### config.mk
export PLATFORM = sky130hd
export DESIGN_NAME = sa_scan_chain_ctrl_flat
export DESIGN_NICKNAME = d
export VERILOG_FILES = /design/src/rtl/sa_scan_chain_ctrl_pkg.sv /design/src/rtl/sa_scan_chain_ctrl_if.sv /design/src/rtl/sa_scan_chain_ctrl.sv /design/src/flat_wrapper.sv
export SDC_FILE = /design/constraint.sdc
export NUM_CORES = 1
export LEC_CHECK = 0
export CAP_MARGIN = 10
export CORE_MARGIN = 2
export CORE_UTILIZATION = 46
export DETAILED_ROUTE_END_ITERATION = 16
export PLACE_DENSITY = 0.81
export SLEW_MARGIN = 20
export SYNTH_ARGS = -nofsm -noshare
export SYNTH_HDL_FRONTEND = slang
export SYNTH_SLANG_ARGS = --single-unit
### constraint.sdc
create_clock -name CP -period 2.6 [get_ports CP]
set_clock_uncertainty 0.2 [all_clocks]
set_input_delay 0.52 -clock CP [delete_from_list [all_inputs] [get_ports CP]]
set_output_delay 0.52 -clock CP [all_outputs]
set_load 0.03 [all_outputs]
### src/rtl/sa_scan_chain_ctrl_pkg.sv
// sa_scan_pkg: shared state encoding and request mode constants for the scan chain controller
package sa_scan_pkg;
  typedef enum logic [1:0] {
    ST_IDLE    = 2'd0,
    ST_CAPTURE = 2'd1,
    ST_SHIFT   = 2'd2,
    ST_RESP    = 2'd3
  } state_t;
  localparam logic MODE_LOAD    = 1'b0;
  localparam logic MODE_CAPTURE = 1'b1;
endpackage

### src/rtl/sa_scan_chain_ctrl_if.sv
// sa_scan_chain_ctrl_if: request/response handshake plus scan chain pins
interface sa_scan_chain_ctrl_if #(parameter int CHAIN_LEN = 32);
  logic                 req_valid;
  logic                 req_ready;
  logic                 req_mode;
  logic [CHAIN_LEN-1:0] req_data;
  logic                 rsp_valid;
  logic                 rsp_ready;
  logic [CHAIN_LEN-1:0] rsp_data;
  logic                 scan_en;
  logic                 scan_se;
  logic                 scan_si;
  logic                 scan_so;
  logic                 busy;
  modport master (
    output req_valid, req_mode, req_data, rsp_ready, scan_so,
    input  req_ready, rsp_valid, rsp_data, scan_en, scan_se, scan_si, busy
  );
  modport slave (
    input  req_valid, req_mode, req_data, rsp_ready, scan_so,
    output req_ready, rsp_valid, rsp_data, scan_en, scan_se, scan_si, busy
  );
endinterface

### src/rtl/sa_scan_chain_ctrl.sv
// sa_scan_chain_ctrl: optional capture then CHAIN_LEN shifts, loading req_data and unloading the old chain
module sa_scan_chain_ctrl
  import sa_scan_pkg::*;
#(
  parameter int CHAIN_LEN = 32,
  parameter int CNT_W     = $clog2(CHAIN_LEN)
) (
  input logic              CP,
  input logic              RST,
  sa_scan_chain_ctrl_if.slave bus
);
  state_t               r_state, w_next;
  logic [CNT_W-1:0]     r_cnt, w_cnt;
  logic [CHAIN_LEN-1:0] r_sr, w_sr;
  always_ff @(posedge CP) begin
    if (RST) begin
      r_state <= ST_IDLE;
      r_cnt   <= '0;
      r_sr    <= '0;
    end else begin
      r_state <= w_next;
      r_cnt   <= w_cnt;
      r_sr    <= w_sr;
    end
  end
  always_comb begin
    w_next = r_state;
    w_cnt  = r_cnt;
    w_sr   = r_sr;
    case (r_state)
      ST_IDLE: if (bus.req_valid) begin
        w_sr   = bus.req_data;
        w_cnt  = '0;
        w_next = (bus.req_mode == MODE_CAPTURE) ? ST_CAPTURE : ST_SHIFT;
      end
      ST_CAPTURE: w_next = ST_SHIFT;
      ST_SHIFT: begin
        w_sr   = {bus.scan_so, r_sr[CHAIN_LEN-1:1]};
        w_cnt  = (r_cnt == CNT_W'(CHAIN_LEN-1)) ? '0 : r_cnt + 1'b1;
        w_next = (r_cnt == CNT_W'(CHAIN_LEN-1)) ? ST_RESP : ST_SHIFT;
      end
      default: w_next = bus.rsp_ready ? ST_IDLE : ST_RESP;
    endcase
  end
  // every output is decoded from registered state only
  assign bus.req_ready = (r_state == ST_IDLE);
  assign bus.busy      = (r_state != ST_IDLE);
  assign bus.rsp_valid = (r_state == ST_RESP);
  assign bus.rsp_data  = (r_state == ST_RESP) ? r_sr : '0;
  assign bus.scan_en   = (r_state == ST_CAPTURE) || (r_state == ST_SHIFT);
  assign bus.scan_se   = (r_state == ST_SHIFT);
  assign bus.scan_si   = (r_state == ST_SHIFT) && r_sr[0];
endmodule

### src/flat_wrapper.sv
// flat-port wrapper written by rule: the top's interface ports become plain ports
module sa_scan_chain_ctrl_flat import sa_scan_pkg::*;
#(
  parameter int CHAIN_LEN = 32,
  parameter int CNT_W     = $clog2(CHAIN_LEN)
)
  (CP, RST, bus_req_valid, bus_req_mode, bus_req_data, bus_rsp_ready, bus_scan_so, bus_req_ready, bus_rsp_valid, bus_rsp_data, bus_scan_en, bus_scan_se, bus_scan_si, bus_busy);
  sa_scan_chain_ctrl_if #(.CHAIN_LEN(CHAIN_LEN)) bus_i ();
  input logic CP;
  input logic RST;
  input wire logic [$bits(bus_i.req_valid)-1:0] bus_req_valid;
  input wire logic [$bits(bus_i.req_mode)-1:0] bus_req_mode;
  input wire logic [$bits(bus_i.req_data)-1:0] bus_req_data;
  input wire logic [$bits(bus_i.rsp_ready)-1:0] bus_rsp_ready;
  input wire logic [$bits(bus_i.scan_so)-1:0] bus_scan_so;
  output wire logic [$bits(bus_i.req_ready)-1:0] bus_req_ready;
  output wire logic [$bits(bus_i.rsp_valid)-1:0] bus_rsp_valid;
  output wire logic [$bits(bus_i.rsp_data)-1:0] bus_rsp_data;
  output wire logic [$bits(bus_i.scan_en)-1:0] bus_scan_en;
  output wire logic [$bits(bus_i.scan_se)-1:0] bus_scan_se;
  output wire logic [$bits(bus_i.scan_si)-1:0] bus_scan_si;
  output wire logic [$bits(bus_i.busy)-1:0] bus_busy;
  assign bus_i.req_valid = bus_req_valid;
  assign bus_i.req_mode = bus_req_mode;
  assign bus_i.req_data = bus_req_data;
  assign bus_i.rsp_ready = bus_rsp_ready;
  assign bus_i.scan_so = bus_scan_so;
  assign bus_req_ready = bus_i.req_ready;
  assign bus_rsp_valid = bus_i.rsp_valid;
  assign bus_rsp_data = bus_i.rsp_data;
  assign bus_scan_en = bus_i.scan_en;
  assign bus_scan_se = bus_i.scan_se;
  assign bus_scan_si = bus_i.scan_si;
  assign bus_busy = bus_i.busy;
  sa_scan_chain_ctrl #(.CHAIN_LEN(CHAIN_LEN), .CNT_W(CNT_W)) u_core (.CP(CP), .RST(RST), .bus(bus_i));
endmodule
* Word level (Yosys, flattened, before mapping)
Cells that the tools add are included.
** Storage, ports and cells
- Bits in registers :: 39
- Bits in latches :: 0
- RAM bits :: 0
- Memory bits (read-only) :: 0
- Bits of input ports :: 38
- Output and inout port bits :: 38
- Logic and storage cells :: 26
- Memories kept :: 0
** Cells by class
- Add/subtract/negate cells :: 1
- Multipliers :: 0
- Divide/modulo/power cells :: 0
- Magnitude comparators :: 0
- Equality and inequality tests :: 5
- Shift-type cells :: 0
- Multiplexer cells :: 11
- Bitwise gates (word level) :: 0
- Reductions and logical operators :: 6
** Operator list (count)
- $mux W32 :: 2
- $pmux W32 S2 :: 1
- $mux W5 :: 2
- $pmux W5 S2 :: 1
- $mux W2 :: 3
- $pmux W2 S3 :: 1
- $add A5 B1 Y5 const B :: 1
- $eq A5 B5 Y1 const B :: 1
- $eq A2 B2 Y1 const B :: 2
- $reduce_bool A2 Y1 :: 2
- $eq A2 B1 Y1 const B :: 1
- $logic_not A2 Y1 :: 1
- $ne A2 B2 Y1 const B :: 1
- $reduce_and A2 Y1 :: 1
- $logic_and A1 B1 Y1 :: 1
- $logic_or A1 B1 Y1 :: 1
- $mux W1 :: 1

* Depth between registers and ports, before layout
Gate-level depths: netlist of run 1.
- Depth in word-level cells :: 3
- Depth in mapped cells :: 8
- Mapped depth without buffers :: 6

* Worst setup path before layout of run 1
No wires, ideal clock.
- Path type :: reg-to-output
- Start point :: reg u_core.r_state[0]
- End point :: out bus_scan_si
- Arrival :: 1.567 ns
- Required time :: 1.880 ns
- Setup slack :: 0.313 ns
- Cell stages (with the launch flop) :: 6
- Path buffers :: 2
- Cells stage by stage :: dfxtp_1 > inv_1 > ha_1 > buf_4 > buf_2 > and2_1
** On the way
- Word-level cells in the longest chain between the ends :: 2
** RTL lines
- start, declared :: RTL line sa_scan_chain_ctrl.sv:12 : state_t r_state, w_next;
- start signal, assigned :: RTL line sa_scan_chain_ctrl.sv:21 : r_state <= w_next;
- $eq A2 B2 Y1
- net bus_scan_se :: RTL line flat_wrapper.sv:20 : output wire logic [$bits(bus_i.scan_se)-1:0] bus_scan_se;
- $logic_and A1 B1 Y1 :: RTL line sa_scan_chain_ctrl.sv:52 : assign bus.scan_si = (r_state == ST_SHIFT) && r_sr[0];
- end, declared :: RTL line flat_wrapper.sv:21 : output wire logic [$bits(bus_i.scan_si)-1:0] bus_scan_si;
The timed path passes the listed nets, and every way through them passes these cells.

* Final worst setup path of run 1
- Start point :: reg u_core.r_state[0]
- End point :: out bus_req_ready
** On the way
- Word-level cells in the longest chain between the ends :: 1
** RTL lines
- $logic_not A2 Y1 :: RTL line sa_scan_chain_ctrl.sv:46 : assign bus.req_ready = (r_state == ST_IDLE);
- end, declared :: RTL line flat_wrapper.sv:16 : output wire logic [$bits(bus_i.req_ready)-1:0] bus_req_ready;
No other way between the ends.

==> results.txt, run 1 <==
HP Class -> reg2reg
H-tree depth -> 2
post-synthesis mux area share -> 15.4%
startpoint class of the critical path -> register
clk_lat worst skew -> 0.29 ns
area grow syn2layout -> 35.9%
worst rel slew slack -> 76.5%
XOR/XNOR Fraction of Synth Area -> 0%
Die Width -> 73.8 um
NumNets Final -> 340
Final ANT Viol Nets -> 0
Simple-Gate Fraction of Synth Area -> 19.3%
post-placement cell count -> 356
Synth Area in Compound Gates -> 21.1%
wirelength, routed -> 4.73 mm
post-route DRC violation count -> 0
Congestion Overflow GR -> 0
Final Critical Period -> 2.53 ns
Buf+Inv Stages, Crit Path -> 2
Power Density -> 679 nW/um2
boundary pin count -> 76
Via density -> 5.06
Max Fclk -> 0.395 GHz
Via Count -> 1836
1st-pass router iterations -> 6
Pleak -> 1.23 nW
initial antenna violation count -> 0
final worst-path cycle share -> 97.3%
row count -> 25
Post-Syn Instances -> 226
Critical Path Max Stage Delay -> 0.74 ns
Critical Path Slowest Stage Cell -> clkdlybuf4s50_1
CP max FO -> 8
sequential fraction of the synthesis area -> 34.8%
CTS tree -> done
CP Cell Sequence -> inv_1 > ha_1 > clkdlybuf4s50_1
Initial DRC Count -> 82
cell area after synthesis -> 2240 um2
combinational family with the most area after synthesis -> compound AO/OA/AOI/OAI gates
layout cells sized above 1 -> 27.7%
clock buffer depth -> 2
WS Path Type -> reg2out
Slew Limit Fails -> 0
syn avg cell area -> 9.92 um2
post-CTS setup buffers -> 0
top cell family by delay on the critical path -> buffers and inverters
die area -> 5450 um2
largest net degree at the start of global routing -> 29
Least-Margin Pin Slew -> 0.343 ns
Clock Sinks -> 39
Post-Syn Nets -> 270
ANT cells -> 0
core footprint -> 4720 um2
top-area cell type share of the netlist area -> 34.8%
Peak VDD IR -> 0.366 mV
WL per Instance -> 13.0 um
Critical Path RT -> 1.88 ns
post-synthesis adder-cell area fraction -> 3.35%
DP HPWL -> 3.46 mm
number of global-route vias before repair -> 1720
GRT Total Usage -> 17.5%
TNS Setup -> 0 ns
Critical Path End Type -> output pin
register bit total from synthesis -> 39
final setup fails -> 0
Chip Height -> 73.8 um
Finished Layout Cells -> 363
CTS clk-pin slew, worst paths -> 0.07 ns
Routability Congestion -> 0.735
Hold Fails Final Rpt -> 0
cell taking the most area after synthesis -> dfxtp_1
total CTS buffers -> 5
Yosys warning count -> 0
Starting Density -> 47.5%
Clock Tree Root -> clkbuf_8
CP Data Arrival Time -> 1.81 ns
top post-synthesis cells by area -> dfxtp_1, a211oi_2, mux2i_1, and2_1, nor2_1
status -> completed
RSZ-0062 raised after global routing -> false
first-pass GRT wire length -> 7.45 mm
fin util -> 64.5%
port bufs -> 75
max cap viols -> 0
count of cell types in the netlist -> 32
## Yosys cell counts
cell type  instances
dfxtp_1           39
nor2_1            34
and2_1            33
mux2i_1           33
a211oi_2          30
buf_2              6
ha_1               6
buf_6              5
clkbuf_1           5
a21oi_1            4
nand2_1            4
inv_1              3
a211oi_1           2
a32oi_1            2
and3_1             2
buf_4              2
a221o_1            1
a311oi_2           1
a31oi_1            1
and2b_1            1
buf_1              1
mux2_4             1
nand2b_1           1
nand3_1            1
nand3b_1           1
nand4b_1           1
nor2b_1            1
nor2b_4            1
nor3b_1            1
o21ai_0            1
o311ai_0           1
or3b_1             1
## worst min-delay path, stage by stage (launching register included)
cell	delay, ns
dfxtp_1	0.33
nand2_1	0.06
a21oi_1	0.05
## worst paths after layout
check | slack (ns) | to | startpoint | depth (start not counted)
worst max-delay path | 0.07 | bus_req_ready | u_core.r_state[0]$_SDFFE_PP0P_ | 3
worst min-delay path | 0.29 | u_core.r_cnt[0]$_SDFFE_PP0P_ | u_core.r_cnt[0]$_SDFFE_PP0P_ | 2
worst max register to register | 0.34 | u_core.r_cnt[3]$_SDFFE_PP0P_ | u_core.r_state[1]$_SDFFE_PP0P_ | 5
worst min register to register | 0.29 | u_core.r_cnt[0]$_SDFFE_PP0P_ | u_core.r_cnt[0]$_SDFFE_PP0P_ | 2
## routing by layer
layer	track usage (%)	share of wire, %	up-vias
met2	30.6	47	66
met1	20.5	46	831
met3	4.53	6.5	7
li1	-	-	932
met5	0	0	-
met4	6.06	1.1	0
## per-stage QoR
stage                     instance area, um2  worst slack [ns]  hold WS [ns]  power (mW)
after floorplan                         2240             0.313         0.253        1.48
after global placement                  2960             0.356         0.266        1.67
after detailed placement                2960             0.344         0.278        1.69
after CTS                               3050            0.0550         0.288        2.10
after global routing                    3050           0.00175         0.311        2.20
final                                   3050            0.0706         0.286        2.07
## state kept, by name (all words and copies together), names as in the netlist
name,count
u_core.r_sr,32
u_core.r_cnt,5
u_core.r_state,2
## cell usage in the layout (no fill, tap or decap), drive strengths merged, types with 3 or more instances in the layout
cell type and n:
nor2 34, buf 41, dfxtp 39, mux2i 33, clkbuf 6, a211oi 32
and2 33, a21oi 4, nand2 4, ha 6, clkdlybuf4s50 40, inv 3
## layout make-up
cell class	count	area, um2
fillers	411	1680
clock buffers	6	82.6
inverters	3	11.3
multi-input cells	165	1330
well taps	67	83.8
flip-flops and latches	39	781
clock inverters	1	5.00
repair buffers	82	756
## timing repair
action,4_1_cts,5_1_grt
setup endpoints to repair,0,1
hold buffers,0,0
resized for setup,0,1
## where the power goes
| group | total (mW) | internal [mW] | switching, mW |
|---|---|---|---|
| Sequential | 0.806 | 0.720 | 0.0855 |
| Combinational | 0.857 | 0.397 | 0.460 |
| Clock | 0.407 | 0.208 | 0.199 |
## kinds of logic after synthesis
family,Yosys count
buf+inv,22
mux,34
compound gates,43
flops,39
simple gates,82
fa+ha+maj,6
(Power assumes the default switching activity.)
==> run 2: changes to the inputs <==
--- a/config.mk
+++ b/config.mk
@@ -9,7 +9,7 @@
 export CORE_MARGIN = 2
 export CORE_UTILIZATION = 46
 export DETAILED_ROUTE_END_ITERATION = 16
-export PLACE_DENSITY = 0.81
+export PLACE_DENSITY_LB_ADDON = 0.3
 export SLEW_MARGIN = 20
 export SYNTH_ARGS = -nofsm -noshare
 export SYNTH_HDL_FRONTEND = slang
==> run 2 against run 1 <==
Effect of this change: core utilization grew 0.79 points; sequential cell count unchanged; sequential power barely moved; combinational power up 0.5%; critical path type unchanged; largest power group unchanged; highest routed layer unchanged.
==> results.txt, run 2 (synthesized netlist as in run 1, its figures left out) <==
port bufs -> 75
Least-Margin Pin Slew -> 0.496 ns
Finished Layout Cells -> 363
final worst slack -> 0.116 ns
Hold Fails Final Rpt -> 0
largest net degree at the start of global routing -> 30
post-placement cell count -> 355
Final Critical Period -> 2.48 ns
CP Cell Sequence -> ha_2 > and2_1 > clkdlybuf4s50_1
Pleak -> 1.25 nW
GRT Total Usage -> 19.0%
Routability Congestion -> 0.829
Regs by FF count -> u_core.r_sr x32, u_core.r_cnt x5, u_core.r_state x2
Final ANT Viol Nets -> 0
final worst-path cycle share -> 95.5%
Clock Sinks -> 39
Power Density -> 708 nW/um2
initial antenna violation count -> 0
Setup Slack @ Placement -> 0.373 ns
Critical Path Max Stage Delay -> 0.68 ns
total CTS buffers -> 5
Post-CTS Hold Buffers -> 0
Die Width -> 73.8 um
NumNets Final -> 339
WS Path Type -> reg2out
Critical Path Slowest Stage Cell -> clkdlybuf4s50_1
first-pass GRT wire length -> 8.00 mm
top cell family by delay on the critical path -> buffers and inverters
Fillers -> 410
area post-placement -> 2960 um2
H-tree depth -> 2
Buf+Inv Stages, Crit Path -> 1
number of global-route vias before repair -> 1733
DP HPWL -> 3.49 mm
Critical Path RT -> 1.88 ns
Via density -> 5.09
area grow syn2layout -> 37.6%
wirelength, routed -> 4.92 mm
ANT cells -> 0
most frequent cells in the layout -> clkdlybuf4s50_1, dfxtp_1, buf_4
Clock Tree Root -> clkbuf_8
layout cells sized above 1 -> 27.7%
max cap viols -> 0
die area -> 5450 um2
RSZ-0062 raised after global routing -> false
Final Cell Area -> 3090 um2
boundary pin count -> 76
max FFs per register -> 32
Top reg by flops -> u_core.r_sr
status -> completed
CP max FO -> 5
1st-pass router iterations -> 4
worst rel slew slack -> 66.9%
Critical Path End Type -> output pin
CTS clk-pin slew, worst paths -> 0.07 ns
WL per Instance -> 13.6 um
Peak VDD IR -> 0.404 mV
Initial DRC Count -> 74
Hold Slack -> 0.297 ns
HP Class -> reg2reg
Slew Limit Fails -> 0
TNS Setup -> 0 ns
clock buffer depth -> 2
Max Fclk -> 0.403 GHz
CP Data Arrival Time -> 1.76 ns
CTS tree -> done
Chip Height -> 73.8 um
final setup fails -> 0
Via Count -> 1849
Starting Density -> 47.5%
post-route DRC violation count -> 0
clk_lat worst skew -> 0.29 ns
startpoint class of the critical path -> register
core footprint -> 4720 um2
row count -> 25
Congestion Overflow GR -> 0
[run 2: changes by cell type in the layout (fill, tap and decap cells not counted), sizes merged]
| cell | previous run | this run |
|---|---|---|
| bufinv | 0 | 1 |
| dlymetal6s2s | 1 | 2 |
| buf | 41 | 40 |
| clkdlybuf4s50 | 40 | 39 |
[run 2: cell type report]
class	count	area, um2	share of cell area, %
Clock buffer	6	82.6	2.68
Clock inverter	2	35.0	1.14
Inverter	3	11.3	0.365
Multi-Input combinational cell	165	1330	43.1
Sequential cell	39	781	25.3
Tap cell	67	83.8	2.72
Timing Repair Buffer	81	763	24.7
[run 2: what timing repair did]
action                     4_1_cts  5_1_grt
resized for setup                0        2
setup endpoints to repair        0        2
hold endpoints to repair         0        0
buffers inserted                 0        0
[run 2: stage by stage]
stage	total power [mW]	util (%)
3_3_place_gp	1.67	62.7
4_1_cts	2.22	65.2
2_1_floorplan	1.48	-
5_1_grt	2.32	65.3
3_5_place_dp	1.69	62.7
6_report	2.18	65.3
[run 2: worst min-delay path, cell delays in order, from the launching register on]
cell	delay (ns)
dfxtp_1	0.34
nand2_1	0.06
a21oi_1	0.05
[run 2: where the power goes]
part / total, mW / internal (mW) / switching (mW)
Sequential: 0.805 / 0.720 / 0.0853
Combinational: 0.861 / 0.397 / 0.464
Clock: 0.518 / 0.311 / 0.208
[run 2: path summary, 6_finish.rpt]
path	end	slack [ns]	start	depth (start not counted)
min reg2reg	u_core.r_state[0]$_SDFFE_PP0P_	0.30	u_core.r_state[0]$_SDFFE_PP0P_	2
max	bus_scan_si	0.12	u_core.r_state[1]$_SDFFE_PP0P_	3
min	u_core.r_state[0]$_SDFFE_PP0P_	0.30	u_core.r_state[0]$_SDFFE_PP0P_	2
max reg2reg	u_core.r_sr[25]$_SDFFE_PP0P_	0.40	u_core.r_state[1]$_SDFFE_PP0P_	6
[run 2: layer usage]
| layer | part of all wire [%] | GRT usage (%) | vias up |
|---|---|---|---|
| met5 | 0 | 0 | - |
| met4 | 1.5 | 6.87 | 0 |
| met3 | 5.1 | 4.25 | 6 |
| met2 | 47 | 31.8 | 52 |
| met1 | 46 | 23.7 | 857 |
| li1 | - | - | 934 |
